===== config.mk =====
export PLATFORM = sky130hd
export DESIGN_NAME = fifo_rd_sched_flat
export DESIGN_NICKNAME = d
export VERILOG_FILES = /design/src/rtl/fifo_rd_sched_pkg.sv /design/src/rtl/fifo_rd_sched_if.sv /design/src/rtl/fifo_rd_sched_rr_arbiter.sv /design/src/rtl/fifo_rd_sched.sv /design/src/flat_wrapper.sv
export SDC_FILE = /design/constraint.sdc
export NUM_CORES = 1
export LEC_CHECK = 0
export CAP_MARGIN = 0
export CORE_MARGIN = 3
export CORE_UTILIZATION = 50
export CTS_CLUSTER_DIAMETER = 40
export DETAILED_ROUTE_END_ITERATION = 7
export PLACE_DENSITY = 0.77
export SYNTH_ARGS = -nofsm -noshare
export SYNTH_HDL_FRONTEND = slang
export SYNTH_HIERARCHICAL = 1
export SYNTH_SLANG_ARGS = --single-unit

===== constraint.sdc =====
create_clock -name rclk -period 3.8 [get_ports rclk]
set_input_delay 0.76 -clock rclk [delete_from_list [all_inputs] [get_ports rclk]]
set_output_delay 0.76 -clock rclk [all_outputs]
set_load 0.005 [all_outputs]

===== src/rtl/fifo_rd_sched_pkg.sv =====
// Shared types and constants for the async FIFO read-side scheduler.
package fifo_rd_sched_pkg;

  typedef enum logic [1:0] {
    IDLE   = 2'd0,
    BURST  = 2'd1,
    FINISH = 2'd2
  } state_t;

  localparam int SKID_DEPTH = 2;

  function automatic int id_width(input int nreq);
    return (nreq > 1) ? $clog2(nreq) : 1;
  endfunction

endpackage


===== src/rtl/fifo_rd_sched_if.sv =====
// Request/grant, FIFO read port and tagged output stream of the read scheduler.
interface fifo_rd_sched_if
  import fifo_rd_sched_pkg::*;
#(
  parameter int NREQ   = 4,
  parameter int DWIDTH = 8,
  parameter int LENW   = 4
);
  localparam int IDW = id_width(NREQ);

  logic [NREQ-1:0]      req;
  logic [NREQ*LENW-1:0] req_len;
  logic [NREQ-1:0]      gnt;
  logic                 fifo_empty;
  logic                 fifo_r_en;
  logic [DWIDTH-1:0]    fifo_rdata;
  logic                 out_valid;
  logic                 out_ready;
  logic [DWIDTH-1:0]    out_data;
  logic [IDW-1:0]       out_id;
  logic                 out_last;

  modport master (
    input  req, req_len, fifo_empty, fifo_rdata, out_ready,
    output gnt, fifo_r_en, out_valid, out_data, out_id, out_last
  );

  modport slave (
    output req, req_len, fifo_empty, fifo_rdata, out_ready,
    input  gnt, fifo_r_en, out_valid, out_data, out_id, out_last
  );

endinterface


===== src/rtl/fifo_rd_sched_rr_arbiter.sv =====
// Combinational round-robin pick: first set request at or after rr_ptr, wrapping.
module fifo_rd_sched_rr_arbiter
  import fifo_rd_sched_pkg::*;
#(
  parameter int NREQ = 4,
  parameter int IDW  = id_width(NREQ)
) (
  input  logic [NREQ-1:0] req,
  input  logic [IDW-1:0]  rr_ptr,
  output logic [NREQ-1:0] gnt_oh,
  output logic [IDW-1:0]  gnt_idx,
  output logic            any_req
);

  always_comb begin
    gnt_oh  = '0;
    gnt_idx = '0;
    any_req = 1'b0;
    for (int k = 0; k < NREQ; k++) begin
      if (!any_req && req[(int'(rr_ptr) + k) % NREQ]) begin
        any_req = 1'b1;
        gnt_idx = IDW'((int'(rr_ptr) + k) % NREQ);
        gnt_oh[(int'(rr_ptr) + k) % NREQ] = 1'b1;
      end
    end
  end

endmodule


===== src/rtl/fifo_rd_sched.sv =====
// Shares one FIFO read port between NREQ burst consumers; beats leave through
// a 2-entry skid buffer tagged with owner id and last flag.
//
// state  | meaning
// IDLE   | no grant; arbitrate among pending requests
// BURST  | grant held; issuing FIFO reads while credit and data exist
// FINISH | all reads issued; wait for the last beat to be accepted
module fifo_rd_sched
  import fifo_rd_sched_pkg::*;
#(
  parameter int NREQ   = 4,
  parameter int DWIDTH = 8,
  parameter int LENW   = 4
) (
  input logic             rclk,
  input logic             rrst_n,
  fifo_rd_sched_if.master bus
);
  localparam int IDW = id_width(NREQ);

  state_t                state, state_nxt;
  logic [NREQ-1:0]       gnt_q, arb_oh;
  logic [IDW-1:0]        rr_ptr, cur_id, arb_idx, nxt_ptr;
  logic                  arb_any;
  logic [LENW:0]         remaining;
  logic                  inflight, inflight_last;
  logic [1:0]            occ;
  logic                  wr_ptr, rd_ptr;
  logic [DWIDTH-1:0]     buf_data [SKID_DEPTH];
  logic [IDW-1:0]        buf_id   [SKID_DEPTH];
  logic [SKID_DEPTH-1:0] buf_last;
  logic                  valid, pop, credit_ok, r_en, head_last, last_read;
  logic                  grant_now, burst_done;

  fifo_rd_sched_rr_arbiter #(.NREQ(NREQ), .IDW(IDW)) u_arb (
    .req     (bus.req),
    .rr_ptr  (rr_ptr),
    .gnt_oh  (arb_oh),
    .gnt_idx (arb_idx),
    .any_req (arb_any)
  );

  always_ff @(posedge rclk or negedge rrst_n) begin
    if (!rrst_n) state <= IDLE;
    else         state <= state_nxt;
  end

  // Credit counts buffered plus in-flight beats, net of this cycle's pop.
  always_comb begin
    valid      = (occ != 2'd0);
    pop        = valid && bus.out_ready;
    credit_ok  = (3'(occ) + 3'(inflight) - 3'(pop)) < 3'd2;
    last_read  = (remaining == (LENW+1)'(1));
    r_en       = (state == BURST) && !bus.fifo_empty && credit_ok && (remaining != '0);
    head_last  = buf_last[rd_ptr];
    burst_done = (state == FINISH) && pop && head_last;
    grant_now  = (state == IDLE) && arb_any;
    nxt_ptr    = (cur_id == IDW'(NREQ-1)) ? '0 : cur_id + 1'b1;
    state_nxt  = state;
    case (state)
      IDLE:    if (arb_any) state_nxt = BURST;
      BURST:   if (r_en && last_read) state_nxt = FINISH;
      FINISH:  if (burst_done) state_nxt = IDLE;
      default: state_nxt = IDLE;
    endcase
  end

  always_ff @(posedge rclk or negedge rrst_n) begin
    if (!rrst_n) begin
      gnt_q         <= '0;
      cur_id        <= '0;
      rr_ptr        <= '0;
      remaining     <= '0;
      inflight      <= 1'b0;
      inflight_last <= 1'b0;
    end else begin
      inflight      <= r_en;
      inflight_last <= r_en && last_read;
      if (grant_now) begin
        gnt_q     <= arb_oh;
        cur_id    <= arb_idx;
        remaining <= (LENW+1)'(bus.req_len[arb_idx*LENW +: LENW]) + 1'b1;
      end else if (r_en) begin
        remaining <= remaining - 1'b1;
      end
      if (burst_done) begin
        gnt_q  <= '0;
        rr_ptr <= nxt_ptr;
      end
    end
  end

  // Read data lands one cycle after the read enable; tag it with the owner then.
  always_ff @(posedge rclk or negedge rrst_n) begin
    if (!rrst_n) begin
      for (int i = 0; i < SKID_DEPTH; i++) begin
        buf_data[i] <= '0;
        buf_id[i]   <= '0;
      end
      buf_last <= '0;
      wr_ptr   <= 1'b0;
      rd_ptr   <= 1'b0;
      occ      <= 2'd0;
    end else begin
      if (inflight) begin
        buf_data[wr_ptr] <= bus.fifo_rdata;
        buf_id[wr_ptr]   <= cur_id;
        buf_last[wr_ptr] <= inflight_last;
        wr_ptr           <= ~wr_ptr;
      end
      if (pop) rd_ptr <= ~rd_ptr;
      occ <= occ + {1'b0, inflight} - {1'b0, pop};
    end
  end

  assign bus.gnt       = gnt_q;
  assign bus.fifo_r_en = r_en;
  assign bus.out_valid = valid;
  assign bus.out_data  = buf_data[rd_ptr];
  assign bus.out_id    = buf_id[rd_ptr];
  assign bus.out_last  = valid && head_last;

endmodule


===== src/flat_wrapper.sv =====
// flat-port wrapper written by rule: the top's interface ports become plain ports
module fifo_rd_sched_flat import fifo_rd_sched_pkg::*;
#(
  parameter int NREQ   = 4,
  parameter int DWIDTH = 8,
  parameter int LENW   = 4
)
  (rclk, rrst_n, bus_req, bus_req_len, bus_fifo_empty, bus_fifo_rdata, bus_out_ready, bus_gnt, bus_fifo_r_en, bus_out_valid, bus_out_data, bus_out_id, bus_out_last);
  fifo_rd_sched_if #(.NREQ(NREQ), .DWIDTH(DWIDTH), .LENW(LENW)) bus_i ();
  input logic rclk;
  input logic rrst_n;
  input wire logic [$bits(bus_i.req)-1:0] bus_req;
  input wire logic [$bits(bus_i.req_len)-1:0] bus_req_len;
  input wire logic [$bits(bus_i.fifo_empty)-1:0] bus_fifo_empty;
  input wire logic [$bits(bus_i.fifo_rdata)-1:0] bus_fifo_rdata;
  input wire logic [$bits(bus_i.out_ready)-1:0] bus_out_ready;
  output wire logic [$bits(bus_i.gnt)-1:0] bus_gnt;
  output wire logic [$bits(bus_i.fifo_r_en)-1:0] bus_fifo_r_en;
  output wire logic [$bits(bus_i.out_valid)-1:0] bus_out_valid;
  output wire logic [$bits(bus_i.out_data)-1:0] bus_out_data;
  output wire logic [$bits(bus_i.out_id)-1:0] bus_out_id;
  output wire logic [$bits(bus_i.out_last)-1:0] bus_out_last;
  assign bus_i.req = bus_req;
  assign bus_i.req_len = bus_req_len;
  assign bus_i.fifo_empty = bus_fifo_empty;
  assign bus_i.fifo_rdata = bus_fifo_rdata;
  assign bus_i.out_ready = bus_out_ready;
  assign bus_gnt = bus_i.gnt;
  assign bus_fifo_r_en = bus_i.fifo_r_en;
  assign bus_out_valid = bus_i.out_valid;
  assign bus_out_data = bus_i.out_data;
  assign bus_out_id = bus_i.out_id;
  assign bus_out_last = bus_i.out_last;
  fifo_rd_sched #(.NREQ(NREQ), .DWIDTH(DWIDTH), .LENW(LENW)) u_core (.rclk(rclk), .rrst_n(rrst_n), .bus(bus_i));
endmodule

==> summary.md, run 1 <==
| Metric | Value |
|---|---|
| Final Hold Viols | 0 |
| Required time worst endpoint | 3.04 ns |
| Worst stage delay on the critical path | a little under 0.5 ns |
| Fin util | 0.671 |
| Worst setup path class | in2out |
| Mean cell area of the mapped netlist | around 13 sq um |
| H-tree Lvls | 2 |
| Sw frac | 0.299 |
| Clock sinks | 43 |
| Root Buffer | clkbuf_8 |
| Nets@finish | roughly 300 |
| Hpwl dp | 3670 um |
| Die Wd | around 77 um |
| Cell row count | 25 |
| Vias in the first global route | approximately 1800 |
| RSZ-0062 raised after global routing | false |
| Slew HR | 0.291 |
| Die span in y | 77.0 um |
| Internal power | 0.00138 W |
| Pwr Density | 612 nW/um^2 |
| Synth Net Count | around 240 |
| Hold_sp | u_core/remaining[4] |
| First DRT Iteration DRCs | 78 |
| DR vias | around 1800 |
| Detail-routed via count per cell | between 5 and 6 |
| CP endpoint kind | output port |
| Fillers | approximately 380 |
| Placed Cells | 317 |
| Max frequency | around 270 MHz |
| Hold Crit Class | reg2reg |
| Final period util | 0.971 |
| P_sw | between 0.0005 and 0.0006 W |
| Crit-path max FO | 2 |
| Clock power share | 0.176 |
| Worst reg2reg path startpoint | u_core/rr_ptr[0] |
| First drt pass iteration count | 4 |
| Setup TNS | 0 ns |
| Maximum vdd drop | approximately 0.38 mV |
| Min Hold Slack | just under 0.5 ns |
| Worst R2R Path Depth | 10 |
| Die area | approximately 5900 sq um |
| Setup Fix Bufs, Post-CTS | 0 |
| Cell family with most CP delay | adder cells |
| Worst Max-Slew Pin Slew | 1.06 ns |
| Clock buffer count from CTS | 5 |
| Worst Path Buf+Inv | 5 |
| Clock buffer depth | 2 |
| Antenna Nets Post-Route | 0 |
| FFs w/ async S/R, synth | 1.00 |
| Clock Latency Late Sink | about 0.29 ns |
| Crit path DAT | about 3 ns |
| Flop pwr share | 0.400 |
| Io pins | a little under 50 |
| Post-Syn Instances | ~200 |
| Hold path depth | 1 |
| CTS clock-pin slew for the worst setup and hold paths | around 0.08 ns |
| Post-synthesis register bit count | 43 |
| Levels on crit path | 11 |
| Area delta synth->final | 27.5% |
| Initial Utilization | 0.526 |
| Syn. warnings | 6 |
| Final setup fails | 0 |
| Final WL | around 4900 um |
| Initial antenna violation count | 0 |
| Flop-to-flop setup slack | around 0.78 ns |
| Post-route design area | around 3200 sq um |
| Reg2reg end | u_core/remaining[2] |
| Dpl cell area | 3110 sq um |
| CP cell instances | clkdlybuf4s50_1, nand2_1, inv_1, ha_1, inv_1, ha_1, fa_1, nor4b_4, nand3_2, inv_2, dlygate4sd2_1 |
| CP max-delay cell | fa_1 |
| CORE AREA | roughly 4800 sq um |
| Cell variety after synth | 45 |
| Final slew viol count | 0 |
| Number of max-cap violations | 0 |
| Most used DFF post-synth | dfrtp_1 |
| Layout cells sized above 1 | 0.268 |
| Number of antenna diodes | 0 |
| GPL Wtd Cong | between 0.8 and 0.9 |
| Pin count of the biggest net entering global routing | 44 |
| Status | finished clean |
| Combinational power share | 0.424 |
| CTS tree | built |
| Wire per inst | between 15 and 20 um |
| Pleak | about 1.4 nW |
| Seq/Total Area, Yosys | 0.427 |
| Crit path time final | 3.69 ns |
| First-pass GRT wire length | 8670 um |
| Cell area after synthesis | around 2500 sq um |
| Non-Filler Instances | 324 |
| Worst hold endpoint | u_core/inflight_last |
| Remaining DRCs | 0 |
| Critical Path Source Type | primary input |
| Gr usage total | 0.184 |
| Clock skew | 0.00554 ns |
| Number of synthesized flops with an enable pin | 0 |
| Number of port buffers | 48 |
| Overflow after GRT | 0 |
[flip-flops by register name, summed over array words and instances (netlist names), 2 cells and up]
name / cells
u_core/bus.gnt: 4
u_core/state: 2
u_core/buf_last: 2
u_core/remaining: 5
u_core/cur_id: 2
u_core/buf_id: 4
u_core/occ: 2
u_core/buf_data: 16
u_core/rr_ptr: 2
[power by group through the flow]
stage	Sequential, W	Combinational [W]	Clock [W]
2_1_floorplan	0.000741	0.000513	0
3_3_place_gp	0.000785	0.000824	0
3_5_place_dp	0.000796	0.000844	0
4_1_cts	0.000786	0.000848	0.000354
5_1_grt	0.000815	0.000922	0.000374
6_report	0.000785	0.000833	0.000346
[cells in the mapped netlist, types with 3 or more instances]
master | n | area share
or3_1 | 3 | 0.0075
mux4_1 | 3 | 0.031
nor2_1 | 11 | 0.016
dfrtp_1 | 43 | 0.43
mux4_2 | 5 | 0.045
inv_1 | 13 | 0.019
a22oi_1 | 8 | 0.024
xor2_1 | 3 | 0.010
nand2_1 | 3 | 0.0045
o21ai_0 | 9 | 0.018
mux2_2 | 38 | 0.17
ha_1 | 11 | 0.055
mux2i_1 | 8 | 0.032
[worst reg2reg max path: stages (launching register included)]
cell and delay [ns]:
dfrtp_1 0.37, buf_4 0.22, mux4_2 0.57, buf_4 0.19, nor3_1 0.28, a32o_1 0.35
mux4_2 0.39, ha_1 0.23, xor2_1 0.16, nor2_1 0.09, a31oi_1 0.04
[area by class of cell]
class,instances,area (sq um),area share
multi-input cells,135,1350,0.419
flip-flops and latches,43,1080,0.335
inverters,14,52.6,0.0164
well taps,67,83.8,0.0261
clock buffers,6,72.6,0.0226
clock inverters,1,30.0,0.00936
repair buffers,58,549,0.171
[worst max path at each step]
stage / startpoint / end
after CTS: bus_out_ready / bus_fifo_r_en
after global placement: bus_out_ready / bus_fifo_r_en
after detailed placement: bus_out_ready / bus_fifo_r_en
after floorplan: bus_req[3] / u_core/remaining[1]
final: bus_out_ready / bus_fifo_r_en
after global routing: bus_out_ready / bus_fifo_r_en
[metrics by stage]
stage / total power [W] / worst slack (ns)
floorplan: 0.00125 / 0.375
global placement: 0.00161 / -0.120
detailed placement: 0.00164 / -0.156
CTS: 0.00199 / 0.0182
global route: 0.00211 / 0.0120
finish: 0.00196 / 0.110
[repair_timing]
item,in CTS,in global routing
setup endpoints to repair,1,1
hold buffers,0,0
resized for setup,1,0
hold endpoints to repair,0,0
pin swaps,3,2
[layout by cell type, fill, tap and decap left out, types with 2 or more instances in the layout]
| cell | count |
|---|---|
| clkdlybuf4s50_1 | 46 |
| dfrtp_1 | 43 |
| mux2_2 | 38 |
| inv_1 | 13 |
| nor2_1 | 11 |
| ha_1 | 11 |
| buf_4 | 10 |
| o21ai_0 | 9 |
| mux2i_1 | 8 |
| a22oi_1 | 8 |
| clkbuf_8 | 5 |
| mux4_2 | 5 |
| nand2_1 | 3 |
| xor2_1 | 3 |
| or3_1 | 3 |
| mux4_1 | 3 |
| nor4b_4 | 2 |
| a21oi_1 | 2 |
| nand4_1 | 2 |
| a31oi_1 | 2 |
| xnor2_1 | 2 |
| nor3_1 | 2 |
[per-layer routing]
metal,up-vias,track usage,share of wire
li1,849,-,-
met1,871,0.236,0.46
met2,27,0.306,0.49
met3,6,0.0376,0.031
met4,0,0.0707,0.016
met5,-,0,0
[cell families (layout without fill, tap and decap cells)]
family	Yosys count	in the layout	synth area share
AOI/OAI and AO/OA	28	28	0.0741
xor gates and xnor gates	5	5	0.0174
adders and majority gates	12	12	0.0626
buffers and inverters	21	79	0.0383
DFF	43	43	0.427
muxes	55	55	0.282
and+or+nand+nor	35	35	0.0979
Power figures use the tool's default switching activity.
==> inputs of run 2 (changes only) <==
- GPL_ROUTABILITY_DRIVEN: unset -> 0
==> results of run 2 <==
No change in the layout: final DEF, timing and power equal those of run 1.
==> inputs of run 3 (changes only) <==
- ABC_AREA: unset -> 1
==> run 3 against run 2 <==
Against the previous run:
- first-iteration DRC count rose by 120%
- sequential cell count did not move
- power rose by 1.5%
- clock skew rose by 0.0012 ns
- utilization fell by 0.71 points
- via count rose by 34%
- wire length rose by 15%
- setup slack improved by 0.094 ns
- synthesized cell count rose by 76%
- combinational power rose by 15%
- sequential share of layout area fell by 0.50 points
- non-clock buffer count fell by 5
- critical endpoint unchanged
- largest cell class unchanged
==> summary.md, run 3 <==
| Metric | Value |
|---|---|
| Status | finished clean |
| Crit-path max FO | 2 (unchanged) |
| Clock Latency Late Sink | 0.29 ns (about the same) |
| Post-synthesis register bit count | 43 (unchanged) |
| Clock buffer depth | 2 (unchanged) |
| Cell variety after synth | 32 (-29%) |
| CTS clock-pin slew for the worst setup and hold paths | 0.08 ns (about the same) |
| Most common cell after layout, fill and taps aside | nand2_1 |
| CP endpoint kind | output port |
| Seq/Total Area, Yosys | 0.410 (-0.0173) |
| Cts-stage hold buffer count | 0 (unchanged) |
| Slew HR | 0.384 (+0.0933) |
| Max reg flops | 16 (unchanged) |
| Initial Utilization | 0.534 (+0.00825) |
| Clock buffer count from CTS | 5 (unchanged) |
| RSZ-0062 raised after global routing | false |
| Vias in the first global route | 2265 (+24%) |
| Post-synth top area cell | dfrtp_1 |
| Mean cell area of the mapped netlist | 7.48 sq um (-41%) |
| Die span in y | 78.4 um (+1.9%) |
| Area delta synth->final | 24.2% |
| Ranking of synthesized cells by area | dfrtp_1 (41%), nand2_1 (15%), inv_1 (6.9%), o21ai_0 (5.7%), nand3_1 (5.3%) |
| Clock skew | 0.00675 ns (+0.00121 ns) |
| CORE AREA | 4910 sq um (+2.6%) |
| Final setup fails | 0 (unchanged) |
| Most frequent cells in the layout | nand2_1 (105), inv_1 (48), clkdlybuf4s50_1 (46) |
| Post-Syn Instances | 351 (+76%) |
| Crit path DAT | 2.84 ns (-0.09 ns) |
| Commonest cells in the netlist | nand2_1 (106), inv_1 (48), dfrtp_1 (43) |
| Cell area after synthesis | 2620 sq um (+4.2%) |
| Biggest register | u_core/buf_data |
| Hpwl dp | 4150 um (+13%) |
| Required time worst endpoint | 3.04 ns (about the same) |
| Final slew viol count | 0 (unchanged) |
| Fillers | 449 (+19%) |
| Post-synth top area share | 0.410 (-0.0173) |
| Final WL | 5660 um (+15%) |
| Worst setup path class | in2out |
| Most used DFF post-synth | dfrtp_1 |
| Worst Max-Slew Pin Slew | 0.924 ns (-0.138 ns) |
| Largest regs | u_core/buf_data: 16 flops, u_core/remaining: 5 flops |
| Number of port buffers | 48 (unchanged) |
| Die area | 6150 sq um (+3.9%) |
| Final worst setup slack | 0.204 ns (+0.0942 ns) |
| First-pass GRT wire length | 9780 um (+13%) |
| H-tree Lvls | 2 (unchanged) |
| Root Buffer | clkbuf_8 |
| Synth Net Count | 395 (+63%) |
| Critical Path Source Type | primary input |
| Max frequency | 278 MHz (+2.6%) |
| First DRT Iteration DRCs | 171 (+120%) |
| Pleak | 1.68 nW (+23%) |
| Overflow after GRT | 0 (unchanged) |
| Die Wd | 78.4 um (+1.9%) |
| Number of antenna diodes | 0 (unchanged) |
| Cell row count | 25 (unchanged) |
| Gr usage total | 0.197 (+0.0128) |
| CTS tree | built |
| Crit path time final | 3.60 ns (-0.0942 ns) |
| Pwr Total | 0.00199 W (+1.5%) |
| Antenna Nets Post-Route | 0 (unchanged) |
| Io pins | 49 (unchanged) |
| Number of max-cap violations | 0 (unchanged) |
| Final period util | 0.946 (-0.0248) |
| Min Hold Slack | 0.489 ns (+0.000932 ns) |
| DR vias | 2344 (+34%) |
| Syn. warnings | 6 (unchanged) |
| DP Worst Slack | -0.219 ns (-0.0628 ns) |
| Remaining DRCs | 0 (unchanged) |
| Pwr Density | 612 nW/um^2 (about the same) |
| Detail-routed via count per cell | 4.99 (-7.8%) |
| Layout cells sized above 1 | 0.109 (-0.159) |
| Number of synthesized flops with an enable pin | 0 (unchanged) |
| Wire per inst | 12.0 um (-20%) |
| FFs w/ async S/R, synth | 1.00 (unchanged) |
| Count leader, synth | nand2_1 |
| Pin count of the biggest net entering global routing | 44 (unchanged) |
| Maximum vdd drop | 0.329 mV (-12%) |
| First drt pass iteration count | 4 (unchanged) |
| Nets@finish | 446 (+48%) |
| Clock sinks | 43 (unchanged) |
| Hold Crit Class | reg2reg |
| Initial antenna violation count | 0 (unchanged) |
| Final Hold Viols | 0 (unchanged) |
[run 3: cell types whose count changed after synthesis, moves of 9 or more]
cell / delta
nand2_1: +103
mux2_2: -38
o21ai_0: +21
inv_1: +35
nand2_2: +9
nand3_1: +27
[run 3: cell families after synthesis]
logic type / count (synthesis) / share of synthesized area
and+or+nand+nor: 172 / 0.298
buffers and inverters: 64 / 0.0987
AOI/OAI and AO/OA: 55 / 0.115
DFF: 43 / 0.410
adders and majority gates: 12 / 0.0601
xor gates and xnor gates: 4 / 0.0134
muxes: 1 / 0.00429
[run 3: critical path, stage by stage]
cell and delay (ns):
clkdlybuf4s50_1 0.45, inv_1 0.04, nor2_2 0.11, ha_1 0.23, inv_1 0.05, ha_1 0.14, fa_1 0.44, nor2_2 0.11
nand2_1 0.07, nor2_2 0.15, nand2_2 0.09, inv_2 0.07, clkbuf_2 0.11
[run 3: final cells by class]
class / count / area (sq um) / area share
repair buffers: 53 / 508 / 0.156
well taps: 67 / 83.8 / 0.0257
clock inverters: 2 / 12.5 / 0.00384
flip-flops and latches: 43 / 1080 / 0.330
inverters: 55 / 209 / 0.0641
clock buffers: 6 / 72.6 / 0.0223
multi-input cells: 244 / 1300 / 0.398
[run 3: through the flow]
stage                     TNS (ns)  utilization  std cells  instance area (sq um)
after detailed placement    -0.219        0.646        462                   3170
after global routing             0        0.663        470                   3260
after floorplan                  0            -        351                   2620
final                            0        0.663        470                   3260
after global placement      -0.150        0.646        462                   3170
after CTS                        0        0.664        470                   3260
[run 3: final timing paths]
kind | slack (ns) | start | depth (start not counted) | end
worst max-delay path | 0.20 | bus_out_ready | 13 | bus_fifo_r_en
worst min-delay path | 0.49 | u_core/bus.gnt[2] | 2 | u_core/bus.gnt[2]
min in group asynchronous | 0.60 | rrst_n | 1 | u_core/buf_data[12]
worst max register to register | 0.62 | u_core/rr_ptr[0] | 16 | u_core/remaining[1]
max in group asynchronous | 2.62 | rrst_n | 1 | u_core/wr_ptr
worst min register to register | 0.49 | u_core/bus.gnt[2] | 2 | u_core/bus.gnt[2]
[run 3: what timing repair did]
| item | CTS | global route |
|---|---|---|
| setup buffers | 0 | 0 |
| endpoints found under the hold margin | 0 | 0 |
| setup endpoints to repair | 1 | 1 |
| pin swaps | 3 | 3 |
| gates resized for setup | 3 | 3 |
[run 3: layer usage]
layer,track usage,vias to the layer above,routed length (um)
met4,0.0507,0,46
met1,0.253,1081,2540
met3,0.0367,6,205
li1,-,1217,-
met5,0,-,0
met2,0.342,40,2860
[run 3: report_power, final]
| group | internal (W) | switching [W] | total [W] |
|---|---|---|---|
| clock network | 0.000128 | 0.000154 | 0.000283 |
| registers | 0.000646 | 0.000107 | 0.000753 |
| logic | 0.000458 | 0.000499 | 0.000958 |
